==> config.mk <==
export PLATFORM = sky130hd
export DESIGN_NAME = and_reduce_pipe
export DESIGN_NICKNAME = d
export VERILOG_FILES = /design/src/rtl/and_reduce_pipe.sv
export SDC_FILE = /design/constraint.sdc
export NUM_CORES = 1
export LEC_CHECK = 0
export ABC_AREA = 1
export CORE_MARGIN = 2
export CORE_UTILIZATION = 34
export CTS_CLUSTER_DIAMETER = 200
export DETAILED_ROUTE_END_ITERATION = 8
export PLACE_DENSITY_LB_ADDON = 0.12
export SETUP_SLACK_MARGIN = 0.2
export SLEW_MARGIN = 20
export SYNTH_ARGS = -nofsm -noshare
export SYNTH_HDL_FRONTEND = slang
export SYNTH_SLANG_ARGS = --single-unit
==> constraint.sdc <==
create_clock -name clk -period 0.8 [get_ports clk]
set_input_delay 0.16 -clock clk [delete_from_list [all_inputs] [get_ports clk]]
set_output_delay 0.16 -clock clk [all_outputs]
set_load 0.05 [all_outputs]
==> src/rtl/and_reduce_pipe.sv <==
// and_reduce_pipe
// Two-stage pipelined masked AND/NOR reduction over WIDTH input bits.
//   Stage 1: effective bits are split LSB-first into NG = ceil(WIDTH/GROUP)
//            groups and each group AND is registered with a stage-1 valid.
//   Stage 2: the AND of all group results is registered onto Q with OUT_VALID.
// ZMODE selects all-ones (0) or all-zeros (1) testing and travels with its beat.
// A masked-out bit always counts as true, so an all-zero MASK yields Q=1.
//
// Optional feature: define AND_REDUCE_DEBOUNCE_EN to build the debounce
// counter that drives Q_STABLE after DEB_CNT consecutive valid true results.
// Without the macro Q_STABLE is tied to 0 and no counter exists.

module and_reduce_pipe #(
    parameter int WIDTH   = 27,
    parameter int GROUP   = 9,
    parameter int DEB_CNT = 4
) (
    input  logic             clk,
    input  logic             rst,
    input  logic [WIDTH-1:0] I,
    input  logic [WIDTH-1:0] MASK,
    input  logic             ZMODE,
    input  logic             IN_VALID,
    output logic             Q,
    output logic             OUT_VALID,
    output logic             Q_STABLE
);

    // Number of first-stage groups and the padded width they span.
    localparam int NG   = (WIDTH + GROUP - 1) / GROUP;
    localparam int PADW = NG * GROUP;

    // Effective bits, padded with ones above WIDTH so the top group is neutral.
    logic [PADW-1:0] eff_s;
    // Per-group AND results feeding stage 1.
    logic [NG-1:0]   grp_d;

    // Stage-1 state.
    logic [NG-1:0]   grp_q;
    logic            v1_q;

    // Stage-2 state.
    logic            q_q;
    logic            ov_q;
    logic            q_d;
    logic            ov_d;

    // Build the effective bit vector from data, mask and per-beat mode.
    always_comb begin
        eff_s = {PADW{1'b1}};
        for (int k = 0; k < WIDTH; k++) begin
            if (ZMODE) begin
                eff_s[k] = ~I[k] | ~MASK[k];
            end else begin
                eff_s[k] = I[k] | ~MASK[k];
            end
        end
    end

    // Reduce each GROUP-wide slice of the effective bits to one bit.
    always_comb begin
        grp_d = {NG{1'b0}};
        for (int g = 0; g < NG; g++) begin
            grp_d[g] = &eff_s[g*GROUP +: GROUP];
        end
    end

    // Stage 1: capture group results only for valid beats; valid always follows IN_VALID.
    always_ff @(posedge clk or posedge rst) begin
        if (rst) begin
            grp_q <= {NG{1'b0}};
            v1_q  <= 1'b0;
        end else begin
            if (IN_VALID) begin
                grp_q <= grp_d;
            end else begin
                grp_q <= grp_q;
            end
            v1_q <= IN_VALID;
        end
    end

    // Stage-2 next state: new result on a valid stage-1 beat, otherwise hold Q.
    always_comb begin
        q_d  = q_q;
        ov_d = v1_q;
        if (v1_q) begin
            q_d = &grp_q;
        end else begin
            q_d = q_q;
        end
    end

    // Stage 2: register the final reduction and its valid flag.
    always_ff @(posedge clk or posedge rst) begin
        if (rst) begin
            q_q  <= 1'b0;
            ov_q <= 1'b0;
        end else begin
            q_q  <= q_d;
            ov_q <= ov_d;
        end
    end

    assign Q         = q_q;
    assign OUT_VALID = ov_q;

`ifdef AND_REDUCE_DEBOUNCE_EN

    // Saturation threshold in counter width.
    localparam logic [7:0] DEB_MAX = 8'(DEB_CNT);

    logic [7:0] cnt_q;
    logic [7:0] cnt_d;
    logic       stable_q;
    logic       stable_d;

    // Debounce counter next state: count valid trues, clear on valid false, hold otherwise.
    always_comb begin
        cnt_d = cnt_q;
        if (ov_q) begin
            if (q_q) begin
                if (cnt_q < DEB_MAX) begin
                    cnt_d = cnt_q + 8'd1;
                end else begin
                    cnt_d = DEB_MAX;
                end
            end else begin
                cnt_d = 8'd0;
            end
        end else begin
            cnt_d = cnt_q;
        end
        stable_d = (cnt_d == DEB_MAX);
    end

    // Debounce registers: stable rises on the edge that counts the threshold result.
    always_ff @(posedge clk or posedge rst) begin
        if (rst) begin
            cnt_q    <= 8'd0;
            stable_q <= 1'b0;
        end else begin
            cnt_q    <= cnt_d;
            stable_q <= stable_d;
        end
    end

    assign Q_STABLE = stable_q;

`else

    // Debounce not built: stable indication is permanently low.
    assign Q_STABLE = 1'b0;

`endif

endmodule

==> results by group <==
Job
  • Max-cap viol count: 0

Cells and area
  • P&R area growth vs syn: 105%
  • Fin util: 0.718
  • Most common cell after layout, fill and taps aside: nand2_1
  • Most frequent cells in the layout: nand2_1 (51), dlygate4sd2_1 (46), inv_1 (29), nand2_2 (16), nand3_1 (15)
  • Layout net count: 283
  • # diodes: 0
  • Layout cells sized above 1: 0.241
  • Post-route cell area: 0.00173 mm2

CTS
  • CTS root buffer: clkbuf_4
  • Clock-pin transition on the worst setup and hold timing paths: 0.05 ns
  • Clock buffer depth: 2
  • Clock Latency Late Sink: 0.25 ns
  • CTS sink count: 6
  • H-tree Lvls: 1
  • Inserted Clock Buffers: 3
  • TritonCTS clock tree: built

Global routing
  • GR Util All Layers: 0.206
  • Antenna violations before repair: 0
  • First-pass GRT wire length: 4340 um
  • Overflow after GRT: 0
  • Largest net degree at the start of global routing: 13
  • Vias in the first global route: 1105

Synth
  • #FFs+latches synth: 6
  • Yosys cell types: 15
  • Synth Area in Simple Gates: 0.557
  • Largest family of logic cells by synthesized area: simple AND/OR/NAND/NOR gates
  • Post-synthesis mux area share: 0
  • Compound-gate portion of the synthesized area: 0.0237
  • Synth area leaders: nand2_1 (30%), dfrtp_1 (18%), nand3_1 (14%)
  • YS warnings: 0
  • Net Count, Synth: 216
  • Seq/Total Area, Yosys: 0.178
  • Synth area leader: nand2_1
  • Mapped Avg Cell Area: 5.35 um2
  • Post-Synthesis Cells: 158
  • Syn Std Cell Area: 845 um2
  • Adder-cell share of the synthesized area: 0
  • Xor and xnor fraction of the mapped netlist area: 0
  • Top cell type's share of synthesized area: 0.302

Timing
  • Period utilization: 1.22
  • Pins Over Slew Limit: 0
  • Fin. Hold Viols: 0
  • Max Clk Rate: 1020 MHz
  • Minimum clock period: 0.980 ns
  • Setup Viol. Count Final: 3
  • RSZ-0062 raised after global routing: yes
  • Setup TNS: -0.404 ns
  • Setup Skew: 0.000132 ns
  • Worst setup margin: -0.180 ns

Routing
  • Total number of vias: 1183
  • DRT antenna net count: 0
  • DR WL/cell: 12.0 um
  • Pre-antenna DRT Iters: 6
  • Initial DRC Count: 25
  • Residual DRC: 0
  • Vias per Instance: 4.66
  • WL final: 3050 um

Setup path
  • Crit path cell chain: buf_12
  • Crit. End Element: output pin
  • Worst Path Max Fanout: 2
  • CP Data Required Time: 0.64 ns
  • R2R Setup Slk: -0.06 ns
  • Delay-heaviest family, CP: flip-flops
  • CP Launch Type: flip-flop
  • CP peak stage delay: 0.42 ns
  • CP max-delay cell: dfrtp_2
  • Critical path class: flip-flop to output pin
  • Arr. time, crit path: 0.82 ns
  • Buf/Inv on CP: 1

Power
  • Power Dens Cells: 771 mW/mm2
  • VDD IR-drop max: 0.735 mV
  • Final Power: 0.00133 W
  • Leak pwr: 1.05 nW

Place
  • Routability Congestion: 0.736
  • Hpwl dp: 1820 um
  • Dpl ws: -0.681 ns
  • IO buf count: 59
  • DP Area: 0.00145 mm2

Floorplanning
  • I/O pins: 61
  • Die Width: 53.8 um
  • Full die area: 0.00290 mm2
  • Starting density of the core: 0.350
  • Chip height: 53.8 um
  • Core Footprint: 0.00241 mm2
  • Cell row count: 18

Status
  • Status: complete, but fails checks
  • Failing checks: negative setup slack

Min path
  • Hold Path Class: input port to asynchronous set/reset pin
-- logic make-up after synthesis --
family / after synthesis
AOI/OAI and AO/OA: 4
other: 1
buffers and inverters: 38
and+or+nand+nor: 109
DFF: 6
-- cells in the mapped netlist --
cell type  instances
inv_6              1
conb_1             1
nand4_1            1
buf_6              5
nand3_1           24
nand2_2            4
nand3_2            3
nor2_1             9
o21ai_0            1
buf_4              1
inv_1             30
nand2_1           68
dfrtp_1            6
buf_8              1
o21ai_1            3
-- path summary, 6_finish.rpt --
| path | from | endpoint | cells after the start |
|---|---|---|---|
| setup / recovery | Q | Q | 1 |
| hold / removal | rst | grp_q[1] | 2 |
| setup reg to reg | Q | Q | 4 |
| hold reg to reg | ov_d | OUT_VALID | 0 |
| max in group asynchronous | rst | OUT_VALID | 2 |
| min in group clk | IN_VALID | ov_d | 1 |
-- per-stage QoR --
stage | hold slack [ns] | cells
floorplan | -0.0492 | 158
global placement | 0.390 | 241
detailed placement | 0.388 | 241
CTS | 0.129 | 252
global route | 0.170 | 254
finish | 0.127 | 254
-- where the power goes --
group	total [W]	switching [W]	internal (W)
logic	0.000692	0.000333	0.000359
clock network	0.000316	0.000126	0.000190
registers	0.000326	0.00000876	0.000317
-- state kept, by name (all words and copies together) (netlist names) --
signal,count
OUT_VALID,1
grp_q,3
ov_d,1
Q,1
-- what timing repair did --
action	CTS	global route
endpoints found under the setup margin	6	6
pin swaps	27	23
gates cloned	6	0
hold buffers	0	0
buffers inserted	1	2
resized for setup	81	25
-- routing by layer --
metal  GRT usage  up-vias  wire length, um
li1            -      608                -
met1       0.218      529             1110
met2       0.415       46             1720
met3      0.0278        0              213
met4      0.0513        0                0
met5           0        -                0
-- final cells by class --
| class | instances | area [um2] |
|---|---|---|
| Clock buffer | 4 | 26.3 |
| Fill cell | 225 | 679 |
| Inverter | 31 | 133 |
| Multi-Input combinational cell | 114 | 609 |
| Sequential cell | 6 | 153 |
| Tap cell | 30 | 37.5 |
| Timing Repair Buffer | 66 | 724 |
| Timing Repair inverter | 3 | 47.5 |
Power figures use the tool's default switching activity.
